===== src/rtl/mem_req_ctrl_if.sv =====
// Bundle for mem_req_ctrl: CPU fetch and load/store handshakes plus the
// phase-clocked memory port. master = controller, slave = CPU/memory side.
interface mem_req_ctrl_if;
    logic        fetch_req;
    logic [7:0]  fetch_addr;
    logic        fetch_ack;
    logic [31:0] fetch_inst;

    logic        ls_req;
    logic        ls_write;
    logic [1:0]  ls_size;
    logic        ls_signed;
    logic [7:0]  ls_addr;
    logic [31:0] ls_wdata;
    logic        ls_ack;
    logic [31:0] ls_rdata;
    logic        ls_err;

    logic        mem_phase;
    logic        mem_read;
    logic        mem_write;
    logic [1:0]  mem_sel;
    logic        mem_signed;
    logic [7:0]  mem_addr;
    logic [31:0] mem_wdata;
    logic [31:0] mem_rdata;

    modport master (
        input  fetch_req, fetch_addr,
        input  ls_req, ls_write, ls_size, ls_signed, ls_addr, ls_wdata,
        input  mem_rdata,
        output fetch_ack, fetch_inst,
        output ls_ack, ls_rdata, ls_err,
        output mem_phase, mem_read, mem_write, mem_sel, mem_signed,
        output mem_addr, mem_wdata
    );

    modport slave (
        output fetch_req, fetch_addr,
        output ls_req, ls_write, ls_size, ls_signed, ls_addr, ls_wdata,
        output mem_rdata,
        input  fetch_ack, fetch_inst,
        input  ls_ack, ls_rdata, ls_err,
        input  mem_phase, mem_read, mem_write, mem_sel, mem_signed,
        input  mem_addr, mem_wdata
    );
endinterface


===== src/rtl/mem_req_ctrl.sv =====
// Arbitrates instruction fetches and load/stores onto a single phase-clocked
// memory port; every output is a register updated on the state transition.
module mem_req_ctrl (
    input logic            clk,
    input logic            rst,
    mem_req_ctrl_if.master bus
);
    localparam logic [2:0] IDLE      = 3'd0;
    localparam logic [2:0] FETCH     = 3'd1;
    localparam logic [2:0] RD        = 3'd2;
    localparam logic [2:0] WR_SETUP  = 3'd3;
    localparam logic [2:0] WR_COMMIT = 3'd4;
    localparam logic [2:0] DONE      = 3'd5;

    logic [2:0] state;
    logic [8:0] last_byte;
    logic       req_err;

    wire unused_fetch_lsb = ^bus.fetch_addr[1:0];

    // Illegal size, misalignment, or an access running past byte 63.
    always_comb begin
        last_byte = {1'b0, bus.ls_addr};
        req_err   = 1'b0;
        case (bus.ls_size)
            2'b00: begin
                last_byte = {1'b0, bus.ls_addr} + 9'd3;
                req_err   = (bus.ls_addr[1:0] != 2'b00);
            end
            2'b01: begin
                last_byte = {1'b0, bus.ls_addr} + 9'd1;
                req_err   = bus.ls_addr[0];
            end
            2'b10:   req_err = 1'b0;
            default: req_err = 1'b1;
        endcase
        if (last_byte > 9'd63) begin
            req_err = 1'b1;
        end
    end

    always_ff @(posedge clk or posedge rst) begin
        if (rst) begin
            state          <= IDLE;
            bus.mem_phase  <= 1'b1;
            bus.mem_read   <= 1'b0;
            bus.mem_write  <= 1'b0;
            bus.mem_sel    <= 2'b00;
            bus.mem_signed <= 1'b0;
            bus.mem_addr   <= 8'h00;
            bus.mem_wdata  <= 32'h0;
            bus.fetch_ack  <= 1'b0;
            bus.fetch_inst <= 32'h0;
            bus.ls_ack     <= 1'b0;
            bus.ls_rdata   <= 32'h0;
            bus.ls_err     <= 1'b0;
        end else begin
            case (state)
                // Load/store wins; the request is captured into the memory-side registers here.
                IDLE: begin
                    if (bus.ls_req) begin
                        if (req_err) begin
                            state      <= DONE;
                            bus.ls_ack <= 1'b1;
                            bus.ls_err <= 1'b1;
                        end else begin
                            bus.mem_addr   <= bus.ls_addr;
                            bus.mem_sel    <= bus.ls_size;
                            bus.mem_signed <= bus.ls_signed;
                            if (bus.ls_write) begin
                                state         <= WR_SETUP;
                                bus.mem_phase <= 1'b1;
                                bus.mem_write <= 1'b1;
                                bus.mem_wdata <= bus.ls_wdata;
                            end else begin
                                state         <= RD;
                                bus.mem_phase <= 1'b0;
                                bus.mem_read  <= 1'b1;
                            end
                        end
                    end else if (bus.fetch_req) begin
                        state         <= FETCH;
                        bus.mem_phase <= 1'b1;
                        bus.mem_addr  <= {2'b00, bus.fetch_addr[7:2]};
                    end
                end
                FETCH: begin
                    state          <= DONE;
                    bus.fetch_inst <= bus.mem_rdata;
                    bus.fetch_ack  <= 1'b1;
                end
                RD: begin
                    state         <= DONE;
                    bus.ls_rdata  <= bus.mem_rdata;
                    bus.mem_read  <= 1'b0;
                    bus.mem_phase <= 1'b1;
                    bus.ls_ack    <= 1'b1;
                end
                // Falling phase with mem_write still high is the store commit.
                WR_SETUP: begin
                    state         <= WR_COMMIT;
                    bus.mem_phase <= 1'b0;
                end
                WR_COMMIT: begin
                    state         <= DONE;
                    bus.mem_write <= 1'b0;
                    bus.mem_phase <= 1'b1;
                    bus.ls_ack    <= 1'b1;
                end
                DONE: begin
                    state         <= IDLE;
                    bus.fetch_ack <= 1'b0;
                    bus.ls_ack    <= 1'b0;
                    bus.ls_err    <= 1'b0;
                end
                default: begin
                    state         <= IDLE;
                    bus.mem_read  <= 1'b0;
                    bus.mem_write <= 1'b0;
                    bus.mem_phase <= 1'b1;
                    bus.fetch_ack <= 1'b0;
                    bus.ls_ack    <= 1'b0;
                    bus.ls_err    <= 1'b0;
                end
            endcase
        end
    end
endmodule


===== src/flat_wrapper.sv =====
// flat-port wrapper written by rule: the top's interface ports become plain ports
module mem_req_ctrl_flat 
  (clk, rst, bus_fetch_req, bus_fetch_addr, bus_ls_req, bus_ls_write, bus_ls_size, bus_ls_signed, bus_ls_addr, bus_ls_wdata, bus_mem_rdata, bus_fetch_ack, bus_fetch_inst, bus_ls_ack, bus_ls_rdata, bus_ls_err, bus_mem_phase, bus_mem_read, bus_mem_write, bus_mem_sel, bus_mem_signed, bus_mem_addr, bus_mem_wdata);
  mem_req_ctrl_if bus_i ();
  input logic clk;
  input logic rst;
  input wire logic [$bits(bus_i.fetch_req)-1:0] bus_fetch_req;
  input wire logic [$bits(bus_i.fetch_addr)-1:0] bus_fetch_addr;
  input wire logic [$bits(bus_i.ls_req)-1:0] bus_ls_req;
  input wire logic [$bits(bus_i.ls_write)-1:0] bus_ls_write;
  input wire logic [$bits(bus_i.ls_size)-1:0] bus_ls_size;
  input wire logic [$bits(bus_i.ls_signed)-1:0] bus_ls_signed;
  input wire logic [$bits(bus_i.ls_addr)-1:0] bus_ls_addr;
  input wire logic [$bits(bus_i.ls_wdata)-1:0] bus_ls_wdata;
  input wire logic [$bits(bus_i.mem_rdata)-1:0] bus_mem_rdata;
  output wire logic [$bits(bus_i.fetch_ack)-1:0] bus_fetch_ack;
  output wire logic [$bits(bus_i.fetch_inst)-1:0] bus_fetch_inst;
  output wire logic [$bits(bus_i.ls_ack)-1:0] bus_ls_ack;
  output wire logic [$bits(bus_i.ls_rdata)-1:0] bus_ls_rdata;
  output wire logic [$bits(bus_i.ls_err)-1:0] bus_ls_err;
  output wire logic [$bits(bus_i.mem_phase)-1:0] bus_mem_phase;
  output wire logic [$bits(bus_i.mem_read)-1:0] bus_mem_read;
  output wire logic [$bits(bus_i.mem_write)-1:0] bus_mem_write;
  output wire logic [$bits(bus_i.mem_sel)-1:0] bus_mem_sel;
  output wire logic [$bits(bus_i.mem_signed)-1:0] bus_mem_signed;
  output wire logic [$bits(bus_i.mem_addr)-1:0] bus_mem_addr;
  output wire logic [$bits(bus_i.mem_wdata)-1:0] bus_mem_wdata;
  assign bus_i.fetch_req = bus_fetch_req;
  assign bus_i.fetch_addr = bus_fetch_addr;
  assign bus_i.ls_req = bus_ls_req;
  assign bus_i.ls_write = bus_ls_write;
  assign bus_i.ls_size = bus_ls_size;
  assign bus_i.ls_signed = bus_ls_signed;
  assign bus_i.ls_addr = bus_ls_addr;
  assign bus_i.ls_wdata = bus_ls_wdata;
  assign bus_i.mem_rdata = bus_mem_rdata;
  assign bus_fetch_ack = bus_i.fetch_ack;
  assign bus_fetch_inst = bus_i.fetch_inst;
  assign bus_ls_ack = bus_i.ls_ack;
  assign bus_ls_rdata = bus_i.ls_rdata;
  assign bus_ls_err = bus_i.ls_err;
  assign bus_mem_phase = bus_i.mem_phase;
  assign bus_mem_read = bus_i.mem_read;
  assign bus_mem_write = bus_i.mem_write;
  assign bus_mem_sel = bus_i.mem_sel;
  assign bus_mem_signed = bus_i.mem_signed;
  assign bus_mem_addr = bus_i.mem_addr;
  assign bus_mem_wdata = bus_i.mem_wdata;
  mem_req_ctrl u_core (.clk(clk), .rst(rst), .bus(bus_i));
endmodule

===== config.mk =====
export PLATFORM = sky130hd
export DESIGN_NAME = mem_req_ctrl_flat
export DESIGN_NICKNAME = d
export VERILOG_FILES = /design/src/rtl/mem_req_ctrl_if.sv /design/src/rtl/mem_req_ctrl.sv /design/src/flat_wrapper.sv
export SDC_FILE = /design/constraint.sdc
export NUM_CORES = 1
export LEC_CHECK = 0
export CORE_UTILIZATION = 30
export DETAILED_ROUTE_END_ITERATION = 16
export PLACE_DENSITY = 0.63
export SLEW_MARGIN = 30
export SYNTH_ARGS = -nofsm -noshare
export SYNTH_HDL_FRONTEND = slang
export SYNTH_SLANG_ARGS = --single-unit

===== constraint.sdc =====
create_clock -name clk -period 5.5 [get_ports clk]
set_input_delay 1.1 -clock clk [delete_from_list [all_inputs] [get_ports clk]]
set_output_delay 1.1 -clock clk [all_outputs]
set_load 0.1 [all_outputs]

==> results of run 1 <==
-- path summary, 6_finish.rpt --
kind	slack (ns)	end	startpoint	cells after the start
worst max-delay path	1.68	u_core.bus.mem_wdata[28]	bus_ls_size[1]	9
worst min-delay path	0.48	u_core.bus.mem_read	u_core.bus.mem_read	2
worst max register to register	3.02	u_core.bus.mem_wdata[26]	u_core.state[1]	6
worst min register to register	0.48	u_core.bus.mem_read	u_core.bus.mem_read	2
max in group asynchronous	3.47	u_core.bus.fetch_inst[23]	rst	3
min in group asynchronous	1.02	u_core.bus.fetch_inst[8]	rst	2
-- cells in the mapped netlist --
cell type | n | area [sq um]
a211oi_1 | 2 | 15.0
a21o_1 | 1 | 7.51
a21oi_1 | 10 | 50.1
a221o_1 | 1 | 10.0
a22o_1 | 1 | 8.76
and2_1 | 1 | 6.26
and2_2 | 1 | 7.51
and3_1 | 2 | 12.5
and4bb_2 | 1 | 12.5
buf_1 | 3 | 11.3
buf_2 | 3 | 15.0
buf_6 | 5 | 56.3
clkbuf_1 | 3 | 11.3
dfrtp_1 | 115 | 2880
dfstp_2 | 1 | 26.3
fa_1 | 1 | 20.0
ha_1 | 1 | 12.5
inv_1 | 15 | 56.3
mux2_2 | 70 | 788
mux2_4 | 29 | 435
mux2i_1 | 1 | 10.0
nand2_1 | 8 | 30.0
nand2b_1 | 4 | 25.0
nand3_1 | 2 | 10.0
nand3b_1 | 1 | 7.51
nand4_1 | 1 | 6.26
nor2_1 | 5 | 18.8
nor3_1 | 2 | 10.0
nor3_4 | 1 | 16.3
o2111ai_4 | 1 | 26.3
o211ai_1 | 2 | 15.0
o21ai_0 | 5 | 25.0
o22ai_1 | 7 | 43.8
or2_1 | 1 | 6.26
or3_1 | 1 | 6.26
or3b_2 | 1 | 8.76
or4_1 | 1 | 7.51
-- cell usage in the layout (no fill, tap or decap), types with 5 or more instances in the layout --
cell type | synthesis | layout
inv_1 | 15 | 14
o22ai_1 | 7 | 7
mux2_4 | 29 | 29
mux2_2 | 70 | 70
clkdlybuf4s50_1 | 0 | 198
nand2_1 | 8 | 8
dfrtp_1 | 115 | 115
a21oi_1 | 10 | 10
o21ai_0 | 5 | 5
nor2_1 | 5 | 5
clkbuf_16 | 0 | 17
-- through the flow --
step	utilization	instances	hold WS [ns]	area (sq um)
2_1_floorplan	-	310	0.633	4710
3_3_place_gp	0.452	709	0.469	6900
3_5_place_dp	0.453	709	0.472	6910
4_1_cts	0.490	741	0.483	7480
5_1_grt	0.490	741	0.512	7480
6_report	0.490	741	0.476	7480
-- registers in the layout, indices dropped and copies added (netlist names) --
name / cells
u_core.bus.mem_phase: 1
u_core.bus.ls_ack: 1
u_core.bus.mem_wdata: 32
u_core.bus.ls_err: 1
u_core.bus.mem_signed: 1
u_core.state: 3
u_core.bus.mem_write: 1
u_core.bus.mem_addr: 8
u_core.bus.fetch_ack: 1
u_core.bus.mem_read: 1
u_core.bus.fetch_inst: 32
u_core.bus.mem_sel: 2
u_core.bus.ls_rdata: 32
-- cell families after synthesis --
group           after synthesis  synth area share
compound gates               30            0.0427
mux                         100             0.262
simple gates                 33            0.0406
fa+ha+maj                     2           0.00690
buf+inv                      29            0.0319
flops                       116             0.616
-- metal layers --
metal | vias up | wire length, um | track usage
li1 | 1508 | - | -
met1 | 1648 | 4990 | 0.180
met2 | 131 | 5390 | 0.244
met3 | 20 | 761 | 0.0511
met4 | 0 | 240 | 0.0651
met5 | - | 0 | 0
-- critical path, delay by kind of cell --
kind,cells,cell delay [ns]
buffers and inverters,3,1.08
AND/OR/NAND/NOR,3,0.89
multiplexers,1,0.40
adder cells (fa/ha/maj),1,0.36
AO/OA/AOI/OAI,1,0.24
-- layout make-up --
cell class,instances,area (sq um)
Tap cell,211,264
Timing Repair Buffer,202,2010
Clock inverter,8,75.1
Clock buffer,24,492
Fill cell,1372,7780
Inverter,15,58.8
Sequential cell,116,2900
Multi-Input combinational cell,165,1670
==> results.ini, run 1 <==
[layout]
layout-drive-gt1-share=0.268
diodes=0
final_nets=607
syn2layout_area_growth_pct=58.6

[yosys]
synth_cell_types=37
yosys_warnings=0
netlist_instances=310
synth-seq-area-share=0.616
synth-seq-cells=116
avgSynthCellArea_sq_um=15.2
syn_area_sq_um=4710
syn-num-nets=400

[run]
cap_viol_max_count=0

[grt]
grt_pass1_wl_um=18500
antenna_found_initial=0
grt_max_degree=54
grtUsageTotal=0.150
grt_overflow_total=0
first_global_vias=3593

[floorplan]
initial_core_util=0.309
die_area_sq_um=16200
die_h_um=127
core-area_sq_um=15300
num_rows=45
die_w_um=127
num_io_pins=201

[sta]
skew_ns=0.00517
layout_min_cycle_time_ns=3.82
hold_violations=0
worst_slew_pin_slew_ns=1.01
max_freq_mhz=262
setup_viol=0
fin_setup_tns_ns=0
setup_slack_ns=1.68
slew_violations=0
slew_headroom=0.324
min_period_over_period=0.695
rsz0062_at_grt=no

[drt]
route.detailed.drc=0
drtAntennaViolNets=0
firstDrtPassIters=4
wirelength_um=11400
routedWlPerCell_um=15.4
vias=3307
viasPerCell=4.46
drt-initial-drc-count=103

[placement]
io_buffer_count=198
dp_slack_ns=1.24
dp_hpwl_um=8060
gp_congestion=0.751

[clock_tree]
cts_num_sinks=116
ctsHoldBuffers=0
path_clk_slew_ns=0.05
cts-buffers-inserted=17
clk_latency_ns=0.41
htreeDepth=4
postCtsSetupRepairBufs=0
cts_buffer_depth=2
cts_root_buffer=clkbuf_16
cts_resized=0
cts_tree=done

[critical_path]
worstPathRequired_ns=5.79
cp_max_fo=33
crit_type=input pin to flip-flop
cpPeakStageDelay_ns=0.56
start_kind=input pin
crit_path_top_delay_cell=clkdlybuf4s50_1
path_cells=clkdlybuf4s50_1, nand2b_1, inv_1, fa_1, or4_1, o2111ai_4, or2_2, buf_4, mux2_2
critPathCaptureType=flip-flop
cp.arrival_ns=4.11

[hold_path]
hold_path_class=flip-flop to flip-flop

[outcome]
outcome=complete, no violations

Power of run 1 is not shown: default switching activity piles up to over one toggle a cycle in this logic, so the estimate is an artifact.
==> inputs of run 2 (changes only) <==
--- a/config.mk
+++ b/config.mk
@@ -7,7 +7,7 @@
 export LEC_CHECK = 0
 export CORE_UTILIZATION = 30
 export DETAILED_ROUTE_END_ITERATION = 16
-export PLACE_DENSITY = 0.63
+export PLACE_DENSITY = 0.65
 export SLEW_MARGIN = 30
 export SYNTH_ARGS = -nofsm -noshare
 export SYNTH_HDL_FRONTEND = slang
==> constraint.sdc (replaced) <==
create_clock -name clk -period 3.2 [get_ports clk]
set_input_delay 0.64 -clock clk [delete_from_list [all_inputs] [get_ports clk]]
set_output_delay 0.64 -clock clk [all_outputs]
set_load 0.1 [all_outputs]
==> run 2 against run 1 <==
Effect of this change: worst setup slack worse by 1.3 ns; first-iteration DRC count down 33%; sequential share of layout area up 1.0 points; via count down 0.94%.
==> results.ini, run 2 (synthesis results as in run 1) <==
[outcome]
outcome=complete, no violations

[sta]
setup_slack_ns=0.392
worst_slew_pin_slew_ns=0.567
slew_headroom=0.621
rsz0062_at_grt=no
slew_violations=0
layout_min_cycle_time_ns=2.81
skew_ns=0.00794
max_freq_mhz=356
min_period_over_period=0.877
setup_viol=0
hold_violations=0

[floorplan]
num_io_pins=201
die_h_um=127
die_w_um=127
initial_core_util=0.309
die_area_sq_um=16200
num_rows=45
core-area_sq_um=15300

[placement]
io_buffer_count=198
dp_hpwl_um=8090
dp_slack_ns=-0.0306
gp_congestion=0.781

[drt]
drt-initial-drc-count=69
route.detailed.drc=0
vias=3276
wirelength_um=11100
drtAntennaViolNets=0
firstDrtPassIters=4
routedWlPerCell_um=14.9
viasPerCell=4.39

[layout]
layout_common_cells=122 x buf_4, 115 x dfrtp_1, 85 x clkdlybuf4s50_1
multiInputGateArea_sq_um=1660
final_nets=615
register_area_sq_um=2900
diodes=0
final_common_cell=buf_4
fill_cells=1359
reg_top3=u_core.bus.fetch_inst: 32 flops, u_core.bus.ls_rdata: 32 flops, u_core.bus.mem_wdata: 32 flops
syn2layout_area_growth_pct=54.6
layout-drive-gt1-share=0.484

[critical_path]
ff2ff_setup_slack_ns=1.06
critPathCaptureType=flip-flop
worst-path-buf-inv=3
start_kind=input pin
crit_path_top_delay_cell=or4_1
crit_type=input pin to flip-flop
path_cells=clkdlybuf4s50_1, nand2b_1, inv_1, fa_1, or4_1, o2111ai_4, or2_2, buf_12, mux2_4
reg2reg_from=u_core.state[2]
worst_r2r_path_depth=6
worstPathRequired_ns=3.48
cpPeakStageDelay_ns=0.55
cp.arrival_ns=3.09
cp_max_fo=16
cp_top_family=simple AND/OR/NAND/NOR gates
r2r_end=u_core.bus.mem_wdata[20]

[grt]
grt_overflow_total=0
grt_max_degree=65
grtUsageTotal=0.146
antenna_found_initial=0
first_global_vias=3562
grt_pass1_wl_um=18200

[clock_tree]
cts-buffers-inserted=17
postCtsSetupRepairBufs=0
cts_resized=0
htreeDepth=4
cts_buffer_depth=2
cts_num_sinks=116
ctsHoldBuffers=0
cts_root_buffer=clkbuf_16
cts_tree=done
clk_latency_ns=0.40
path_clk_slew_ns=0.05

[hold_path]
hold_path_class=flip-flop to flip-flop
holdPathEnd=u_core.bus.mem_write
min-delay-start=u_core.bus.mem_write
min_path_cells=2

[run]
cap_viol_max_count=0

run 2: area by class of cell:
cell class	count	area share
tap	211	0.0362
timing repair buffer	210	0.251
clock inverter	5	0.0103
inverter	15	0.00824
sequential	116	0.399
clock buffer	24	0.0675
multi-input combinational	165	0.228
run 2: worst reg2reg max path: cells and delay by family (launching register included):
kind	cells	cell delay (ns)
flip-flops	1	0.49
AO/OA/AOI/OAI	1	0.10
buffers and inverters	1	0.20
multiplexers	1	0.30
AND/OR/NAND/NOR	3	0.93
run 2: worst max path at each step:
stage / startpoint / to / slack, ns / depth (start not counted)
after floorplan: bus_ls_size[1] / u_core.bus.mem_wdata[10] / 0.55 / 9
after global placement: bus_ls_size[1] / u_core.bus.mem_wdata[29] / 0.02 / 9
after detailed placement: bus_ls_size[1] / u_core.bus.mem_wdata[29] / -0.03 / 9
after CTS: bus_ls_size[1] / u_core.bus.mem_wdata[17] / 0.41 / 9
after global routing: bus_ls_size[1] / u_core.bus.mem_wdata[17] / 0.32 / 9
final: bus_ls_size[1] / u_core.bus.mem_wdata[17] / 0.39 / 9
run 2: per-layer routing:
metal	part of all wire	vias to the layer above	GRT usage
li1	-	1525	-
met1	0.41	1620	0.173
met2	0.50	117	0.240
met3	0.068	14	0.0523
met4	0.018	0	0.0588
met5	0	-	0
run 2: metrics by stage:
| stage | hold slack [ns] | area, sq um | setup TNS (ns) | util | instances |
|---|---|---|---|---|---|
| after floorplan | 0.633 | 4720 | 0 | - | 310 |
| after detailed placement | 0.477 | 6720 | -0.523 | 0.440 | 717 |
| after global routing | 0.515 | 7290 | 0 | 0.477 | 746 |
| after global placement | 0.466 | 6720 | 0 | 0.440 | 717 |
| after CTS | 0.489 | 7290 | 0 | 0.477 | 746 |
| final | 0.482 | 7290 | 0 | 0.477 | 746 |
Power of run 2 is left out for the same reason.
==> inputs of run 3 (changes only) <==
--- a/config.mk
+++ b/config.mk
@@ -7,6 +7,8 @@
 export LEC_CHECK = 0
 export CORE_UTILIZATION = 30
 export DETAILED_ROUTE_END_ITERATION = 16
+export HOLD_SLACK_MARGIN = 0.12
+export MAX_ROUTING_LAYER = met4
 export PLACE_DENSITY = 0.65
 export SLEW_MARGIN = 30
 export SYNTH_ARGS = -nofsm -noshare
==> run 3 against run 2 <==
Effect of this change: sequential share of layout area did not move; worst hold slack about the same; count of clock-buffer cells in the layout is the same; core utilization unchanged; non-clock buffer count stayed put; register-to-register slack hardly changed; critical path type unchanged; critical endpoint unchanged; largest cell class unchanged.
==> results.ini, run 3 (synthesis results as in run 1) <==
[sta]
hold_violations=0
setup_slack_ns=0.393
setup_viol=0
max_freq_mhz=356
slew_violations=0
slew_headroom=0.622
whs_ns=0.482
min_period_over_period=0.877
worst_slew_pin_slew_ns=0.565
rsz0062_at_grt=no
layout_min_cycle_time_ns=2.81
skew_ns=0.00807

[grt]
grt_max_degree=65
antenna_found_initial=0
grt_pass1_wl_um=18100
grt_overflow_total=0
first_global_vias=3569
grtUsageTotal=0.150

[layout]
layout_common_cells=122 x buf_4, 115 x dfrtp_1, 85 x clkdlybuf4s50_1
diodes=0
fill_cells=1359
final_nets=615
reg_top3=u_core.bus.fetch_inst: 32 flops, u_core.bus.ls_rdata: 32 flops, u_core.bus.mem_wdata: 32 flops
syn2layout_area_growth_pct=54.6
final_common_cell=buf_4
layout-drive-gt1-share=0.484

[critical_path]
worstPathRequired_ns=3.48
worst-path-buf-inv=3
cp_max_fo=16
crit_type=input pin to flip-flop
ff2ff_setup_slack_ns=1.06
cpPeakStageDelay_ns=0.55
critPathCaptureType=flip-flop
start_kind=input pin
crit_path_top_delay_cell=or4_1
cp_top_family=simple AND/OR/NAND/NOR gates
path_cells=clkdlybuf4s50_1, nand2b_1, inv_1, fa_1, or4_1, o2111ai_4, or2_2, buf_12, mux2_4
cp.arrival_ns=3.09

[clock_tree]
cts_resized=0
cts_root_buffer=clkbuf_16
postCtsSetupRepairBufs=0
path_clk_slew_ns=0.05
ctsHoldBuffers=0
cts_buffer_depth=2
cts-buffers-inserted=17
clk_latency_ns=0.40
htreeDepth=4
cts_num_sinks=116
cts_tree=done

[drt]
vias=3275
top_layer_used=met4
wl_met2_um=5570
wl_met1_um=4600
viasPerCell=4.39
drtAntennaViolNets=0
drt-initial-drc-count=70
wl_met3_um=747
wirelength_um=11100
route.detailed.drc=0
firstDrtPassIters=4
routedWlPerCell_um=14.9

[floorplan]
die_h_um=127
core-area_sq_um=15300
num_io_pins=201
initial_core_util=0.309
die_w_um=127
num_rows=45
die_area_sq_um=16200

[placement]
io_buffer_count=198
gp_congestion=0.792
dp_slack_ns=-0.0306
dp_hpwl_um=8090

[run]
cap_viol_max_count=0

[hold_path]
hold_path_class=flip-flop to flip-flop

[outcome]
outcome=complete, no violations

-- run 3: area by class of cell --
cell class / instances / area (sq um) / share of cell area
Tap cell: 211 / 264 / 0.0362
Clock buffer: 24 / 492 / 0.0675
Sequential cell: 116 / 2900 / 0.399
Inverter: 15 / 60.1 / 0.00824
Multi-Input combinational cell: 165 / 1660 / 0.228
Timing Repair Buffer: 210 / 1830 / 0.251
Clock inverter: 5 / 75.1 / 0.0103
-- run 3: stage by stage --
step,instances,utilization,TNS [ns],cell area [sq um]
4_1_cts,746,0.477,0,7290
5_1_grt,746,0.477,0,7290
2_1_floorplan,310,-,0,4720
3_3_place_gp,717,0.440,0,6720
6_report,746,0.477,0,7290
3_5_place_dp,717,0.440,-0.523,6720
-- run 3: final timing paths --
check                                      from                  endpoint  cells after the start
setup / recovery                 bus_ls_size[1]  u_core.bus.mem_wdata[17]                      9
hold / removal             u_core.bus.mem_write      u_core.bus.mem_write                      2
setup reg to reg                u_core.state[2]  u_core.bus.mem_wdata[20]                      6
hold reg to reg            u_core.bus.mem_write      u_core.bus.mem_write                      2
max in group asynchronous                   rst      u_core.bus.mem_phase                      3
min in group asynchronous                   rst  u_core.bus.mem_wdata[22]                      2
-- run 3: routing by layer --
layer	GRT usage	vias up
met2	0.239	115
met3	0.0523	14
met1	0.173	1620
li1	-	1526
met5	-	-
met4	0.0588	0
-- run 3: worst register-to-register path, cell delays in order, from the launching register on --
cell and delay [ns]:
dfrtp_1 0.49, nor3_4 0.33, and2_2 0.23, o2111ai_4 0.10, or2_2 0.37, buf_4 0.20, mux2_4 0.30
Power of run 3 is left out for the same reason.
